--- config.mk ---
export PLATFORM = sky130hd
export DESIGN_NAME = hazard_ctrl_unit
export DESIGN_NICKNAME = d
export VERILOG_FILES = /design/src/rtl/hazard_pkg.sv /design/src/rtl/hazard_ctrl_unit_match.sv /design/src/rtl/hazard_ctrl_unit.sv
export SDC_FILE = /design/constraint.sdc
export NUM_CORES = 1
export LEC_CHECK = 0
export BUFFER_PORTS_ARGS = -buffer_cell sky130_fd_sc_hd__buf_4
export CAP_MARGIN = 20
export CELL_PAD_IN_SITES_DETAIL_PLACEMENT = 1
export CELL_PAD_IN_SITES_GLOBAL_PLACEMENT = 2
export CORE_MARGIN = 4
export CORE_UTILIZATION = 18
export CTS_CLUSTER_SIZE = 14
export DETAILED_ROUTE_END_ITERATION = 6
export GPL_TIMING_DRIVEN = 0
export PLACE_DENSITY = 0.95
export SLEW_MARGIN = 10
export SYNTH_ARGS = -nofsm -noshare
export SYNTH_HDL_FRONTEND = slang
export SYNTH_SLANG_ARGS = --single-unit
--- constraint.sdc ---
create_clock -name clk -period 3 [get_ports clk]
set_clock_uncertainty 0.1 [all_clocks]
set_input_delay 0.45 -clock clk [delete_from_list [all_inputs] [get_ports clk]]
set_output_delay 0.45 -clock clk [all_outputs]
set_load 0.005 [all_outputs]
--- src/rtl/hazard_pkg.sv ---
// Shared types and constants for the pipeline hazard controller.
// Optional perf counters are enabled with HAZARD_PERF_CNT_EN.
package hazard_pkg;

  typedef enum logic [1:0] {
    IDLE     = 2'd0,
    LU_STALL = 2'd1,
    BR_FLUSH = 2'd2
  } hz_state_e;

  localparam int REG_AW_DEF = 5;
  localparam int X0_IDX     = 0;
  localparam int CNT_W      = $clog2(8);

endpackage

--- src/rtl/hazard_ctrl_unit_match.sv ---
// Source/destination register comparator.
// x0 never hazards; unused sources are ignored.
import hazard_pkg::*;

module hazard_ctrl_unit_match #(
  parameter int REG_AW = REG_AW_DEF
) (
  input  logic [REG_AW-1:0] rs1,
  input  logic [REG_AW-1:0] rs2,
  input  logic              rs1_used,
  input  logic              rs2_used,
  input  logic [REG_AW-1:0] rd,
  output logic              hit
);

  localparam logic [REG_AW-1:0] X0 = REG_AW'(X0_IDX);

  logic hit1, hit2;

  assign hit1 = rs1_used && (rs1 != X0) && (rs1 == rd);
  assign hit2 = rs2_used && (rs2 != X0) && (rs2 == rd);
  assign hit  = hit1 || hit2;

endmodule

--- src/rtl/hazard_ctrl_unit.sv ---
// Clocked hazard FSM: load-use bubbles, branch flush, cache freeze.
// Define HAZARD_PERF_CNT_EN to build the bubble/flush perf counters.
import hazard_pkg::*;

module hazard_ctrl_unit #(
  parameter int REG_AW   = REG_AW_DEF,
  parameter int LOAD_LAT = 1,
  parameter int BR_EXTRA = 0,
  parameter int PERF_W   = 32
) (
  input  logic              clk,
  input  logic              rst_n,
  input  logic [REG_AW-1:0] id_rs1,
  input  logic [REG_AW-1:0] id_rs2,
  input  logic              id_rs1_used,
  input  logic              id_rs2_used,
  input  logic [REG_AW-1:0] ex_rd,
  input  logic              ex_memread,
  input  logic [REG_AW-1:0] mem_rd,
  input  logic              mem_memread,
  input  logic              branch_taken,
  input  logic              icache_stall,
  input  logic              dcache_stall,
  output logic              stall_pc,
  output logic              stall_if_id,
  output logic              flush_if_id,
  output logic              flush_id_ex,
  output logic              freeze_all,
  output logic [PERF_W-1:0] perf_lu_cnt,
  output logic [PERF_W-1:0] perf_br_cnt
);

  localparam logic [CNT_W-1:0] LU_INIT = CNT_W'(LOAD_LAT - 2);
  localparam logic [CNT_W-1:0] BR_INIT = CNT_W'(BR_EXTRA - 1);
  localparam logic [CNT_W-1:0] CNT_0   = '0;
  localparam logic [CNT_W-1:0] CNT_1   = CNT_W'(1);

  hz_state_e        state_q, state_d;
  logic [CNT_W-1:0] cnt_q, cnt_d;

  logic ex_hit, mem_hit, lu_hit, freeze;
  logic stall_c, fl_ifid_c, fl_idex_c;

  hazard_ctrl_unit_match #(.REG_AW(REG_AW)) u_ex_match (
    .rs1      (id_rs1),
    .rs2      (id_rs2),
    .rs1_used (id_rs1_used),
    .rs2_used (id_rs2_used),
    .rd       (ex_rd),
    .hit      (ex_hit)
  );

  hazard_ctrl_unit_match #(.REG_AW(REG_AW)) u_mem_match (
    .rs1      (id_rs1),
    .rs2      (id_rs2),
    .rs1_used (id_rs1_used),
    .rs2_used (id_rs2_used),
    .rd       (mem_rd),
    .hit      (mem_hit)
  );

  assign freeze = icache_stall || dcache_stall;
  assign lu_hit = (ex_memread && ex_hit) ||
                  ((LOAD_LAT > 1) && mem_memread && mem_hit);

  always_ff @(posedge clk or negedge rst_n) begin
    if (!rst_n) begin
      state_q <= IDLE;
      cnt_q   <= '0;
    end else begin
      state_q <= state_d;
      cnt_q   <= cnt_d;
    end
  end

  always_comb begin
    state_d   = state_q;
    cnt_d     = cnt_q;
    stall_c   = 1'b0;
    fl_ifid_c = 1'b0;
    fl_idex_c = 1'b0;
    if (!freeze) begin
      unique case (state_q)
        IDLE, LU_STALL: begin
          if (branch_taken) begin
            fl_ifid_c = 1'b1;
            fl_idex_c = 1'b1;
            if (BR_EXTRA > 0) begin
              state_d = BR_FLUSH;
              cnt_d   = BR_INIT;
            end else begin
              state_d = IDLE;
            end
          end else if (state_q == LU_STALL) begin
            stall_c   = 1'b1;
            fl_idex_c = 1'b1;
            if (cnt_q == CNT_0) state_d = IDLE;
            else cnt_d = cnt_q - CNT_1;
          end else if (lu_hit) begin
            stall_c   = 1'b1;
            fl_idex_c = 1'b1;
            if (LOAD_LAT > 1) begin
              state_d = LU_STALL;
              cnt_d   = LU_INIT;
            end
          end
        end
        BR_FLUSH: begin
          fl_ifid_c = 1'b1;
          if (cnt_q == CNT_0) state_d = IDLE;
          else cnt_d = cnt_q - CNT_1;
        end
        default: begin
          state_d = IDLE;
          cnt_d   = '0;
        end
      endcase
    end
  end

  // Reset forces every control low at once, regardless of inputs.
  assign freeze_all  = rst_n && freeze;
  assign stall_pc    = rst_n && (freeze || stall_c);
  assign stall_if_id = rst_n && (freeze || stall_c);
  assign flush_if_id = rst_n && fl_ifid_c;
  assign flush_id_ex = rst_n && fl_idex_c;

`ifdef HAZARD_PERF_CNT_EN
  logic [PERF_W-1:0] lu_q, br_q;
  logic              lu_ev, br_ev;

  assign lu_ev = !freeze && stall_c && fl_idex_c;
  assign br_ev = !freeze && fl_ifid_c;

  always_ff @(posedge clk or negedge rst_n) begin
    if (!rst_n) begin
      lu_q <= '0;
      br_q <= '0;
    end else begin
      if (lu_ev && (lu_q != '1)) lu_q <= lu_q + PERF_W'(1);
      if (br_ev && (br_q != '1)) br_q <= br_q + PERF_W'(1);
    end
  end

  assign perf_lu_cnt = lu_q;
  assign perf_br_cnt = br_q;
`else
  assign perf_lu_cnt = '0;
  assign perf_br_cnt = '0;
`endif

endmodule
==> summary.txt <==
Setup path
  – Crit. Startpoint: id_rs1[0]
  – Most used cell, CP: buf_4
  – Reg-to-reg endpoint: cnt_q[1]
  – Bufs and invs on worst path: 3
  – Req. time, crit path: 2.45 ns
  – CP endpoint kind: output port
  – R2r setup slk: 1.21 ns
  – CP max stage delay: 0.32 ns
  – R2R depth: 7
  – CP arrival: approximately 1.7 ns
  – Crit path capture: stall_pc
  – Delay-heaviest family, CP: compound AO/OA/AOI/OAI gates
  – CP max stage cell: nor4_1
  – Crit start category: input pin
  – CP max FO: 2
  – RR Startpoint: cnt_q[0]
  – Critical path depth: 7
  – Worst Path Class, Setup: input pin to output port
  – Cells along the critical path: buf_4 -> nor4_1 -> o21bai_1 -> a41oi_1 -> a31oi_1 -> buf_4 -> buf_4

Global routing
  – First-pass GRT wire length: 3.83 mm
  – Total track usage: 0.0740
  – Grt total ovfl: 0
  – Vias in the first global route: 885
  – Initial antenna violation count: 0
  – Largest net degree at the start of global routing: 11

Drt
  – Avg Vias per Cell: 3.01
  – # DRC: 0
  – Post-Route WL: 2.56 mm
  – Via count: 862
  – DRT Pass-1 Iters: 2
  – First DRT Iteration DRCs: 23
  – Final ANT Viol Nets: 0
  – Routed wire per std cell: approximately 9 um

STA
  – Final Max Slew Viols: 0
  – Post-route minimum period: between 2 and 2.5 ns
  – Setup violators final: 0
  – RSZ-0062 raised after global routing: no
  – Crit share post-route: 0.750
  – Final hold vios: 0
  – Setup TNS: 0 ns
  – Max Fclk: around 0.44 GHz

Synthesis
  – Post-Synthesis Cells: about 120
  – Unique masters post-synth: 28
  – Seq/Total Area, Yosys: 0.128
  – Most used DFF post-synth: dfrtp_1
  – Synth Register Bits: 5
  – Synth warn: 0
  – EDFF count, synth: 0
  – Async SR Flop Fraction: 1.00
  – Syn Area/Cell: ~8 um2
  – Post-synth design cell area: 976 um2

Final layout
  – Number of fill cells: 650
  – Sequential cell area: 125 um2
  – Fin util: 0.301
  – Area growth syn-to-layout: 59.6%
  – Multi-input logic area: ~570 um2
  – NumNets Final: 248
  – Layout cells sized above 1: 0.477
  – Ant. Diodes: 0

Clocking
  – Worst skew pair latency: 0.22 ns
  – Root Driver: clkbuf_8
  – CTS Hold Bufs: 1
  – Clk sinks: 5
  – Clock Path Buffers: 2
  – PostCTS Resize Cnt: 0
  – Inserted Clock Buffers: 3
  – Post-CTS Setup Bufs: 0
  – H-tree levels: 1
  – Clock-pin transition on the worst setup and hold timing paths: ~0.03 ns
  – CTS tree: built

Min path
  – Worst hold path type: input pin to register

Floorplanning
  – Die height: 81.6 um
  – Io pins: 98
  – Starting Density: 0.189
  – Die width: 81.6 um
  – Full die area: about 0.0067 mm2
  – Core Region: 0.00517 mm2
  – # rows: 26

Power
  – Pleak: between 0.9 and 1 nW
  – Peak supply drop: 0.0933 mV
  – Total power: 337 uW
  – Pwr/cell area: 217 mW/mm2

Placed design
  – Gpl congestion: 0.683
  – Port Buf Inserts: 27
  – HPWL Detailed: between 2 and 2.5 mm

Flow run
  – Max cap viols: 0

Status
  – Status: completed
where the power goes:
group	internal, mW	switching [mW]
clock	0.0914	0.0346
sequential	0.0678	0
combinational	0.0873	0.0562
synth_stat cells, types with 2 or more instances:
master,number,area [um2]
buf_4,65,488
xor2_1,6,52.6
a21oi_1,5,25.0
dfrtp_1,5,125
inv_1,5,18.8
mux2_2,3,33.8
nand2_1,3,11.3
nor2_1,3,11.3
ha_1,2,25.0
nor3_2,2,20.0
nor4_1,2,12.5
o21ai_0,2,10.0
o21bai_1,2,15.0
xnor2_1,2,17.5
cells by family after synthesis:
| kind of cell | Yosys count | share of synthesized area |
|---|---|---|
| DFF | 5 | 0.128 |
| AOI/OAI and AO/OA | 16 | 0.118 |
| buffers and inverters | 71 | 0.531 |
| xor gates and xnor gates | 8 | 0.0718 |
| muxes | 3 | 0.0346 |
| other | 1 | 0.00384 |
| and+or+nand+nor | 15 | 0.0872 |
| adders and majority gates | 2 | 0.0256 |
worst min-delay path by stage:
stage / to / cells past startpoint / from / slack (ns)
final: state_q[0] / 2 / icache_stall / 0.38
after floorplan: cnt_q[0] / 0 / rst_n / 0.05
after global placement: cnt_q[2] / 1 / rst_n / 0.17
after global routing: state_q[0] / 2 / dcache_stall / 0.39
after detailed placement: cnt_q[2] / 1 / rst_n / 0.17
after CTS: state_q[0] / 2 / icache_stall / 0.38
routing by layer:
metal | GRT usage | up-vias | wire length, um
met1 | 0.0714 | 361 | 800
met3 | 0.0186 | 4 | 230
met2 | 0.147 | 42 | 1500
li1 | - | 455 | -
met4 | 0.0299 | 0 | 31
met5 | 0 | - | 0
metrics by stage:
step	setup slack, ns	cells	hold slack (ns)	cell area [um2]
after floorplan	1.13	184	0.0544	1210
after global placement	0.747	281	0.168	1500
after detailed placement	0.751	281	0.168	1500
after CTS	0.741	286	0.384	1560
after global routing	0.692	286	0.394	1560
final	0.749	286	0.381	1560
flip-flops by register name, indices dropped and copies added, names as in the netlist:
signal   flops
cnt_q        3
state_q      2
layout by cell type, fill, tap and decap left out, types with 3 or more instances in the layout:
master | netlist | layout
a21oi_1 | 5 | 5
buf_4 | 65 | 92
clkbuf_8 | 0 | 3
conb_1 | 1 | 64
dfrtp_1 | 5 | 5
inv_1 | 5 | 5
mux2_2 | 3 | 3
nand2_1 | 3 | 3
nor2_1 | 3 | 3
xor2_1 | 6 | 6
cell type report:
class | instances | share of cell area
Tap cell | 70 | 0.0562
Timing Repair Buffer | 28 | 0.137
Inverter | 5 | 0.0120
Sequential cell | 5 | 0.0803
Multi-Input combinational cell | 108 | 0.365
Clock buffer | 4 | 0.0289
Buffer | 66 | 0.320
No activity file was read; power rests on OpenSTA's default activity.
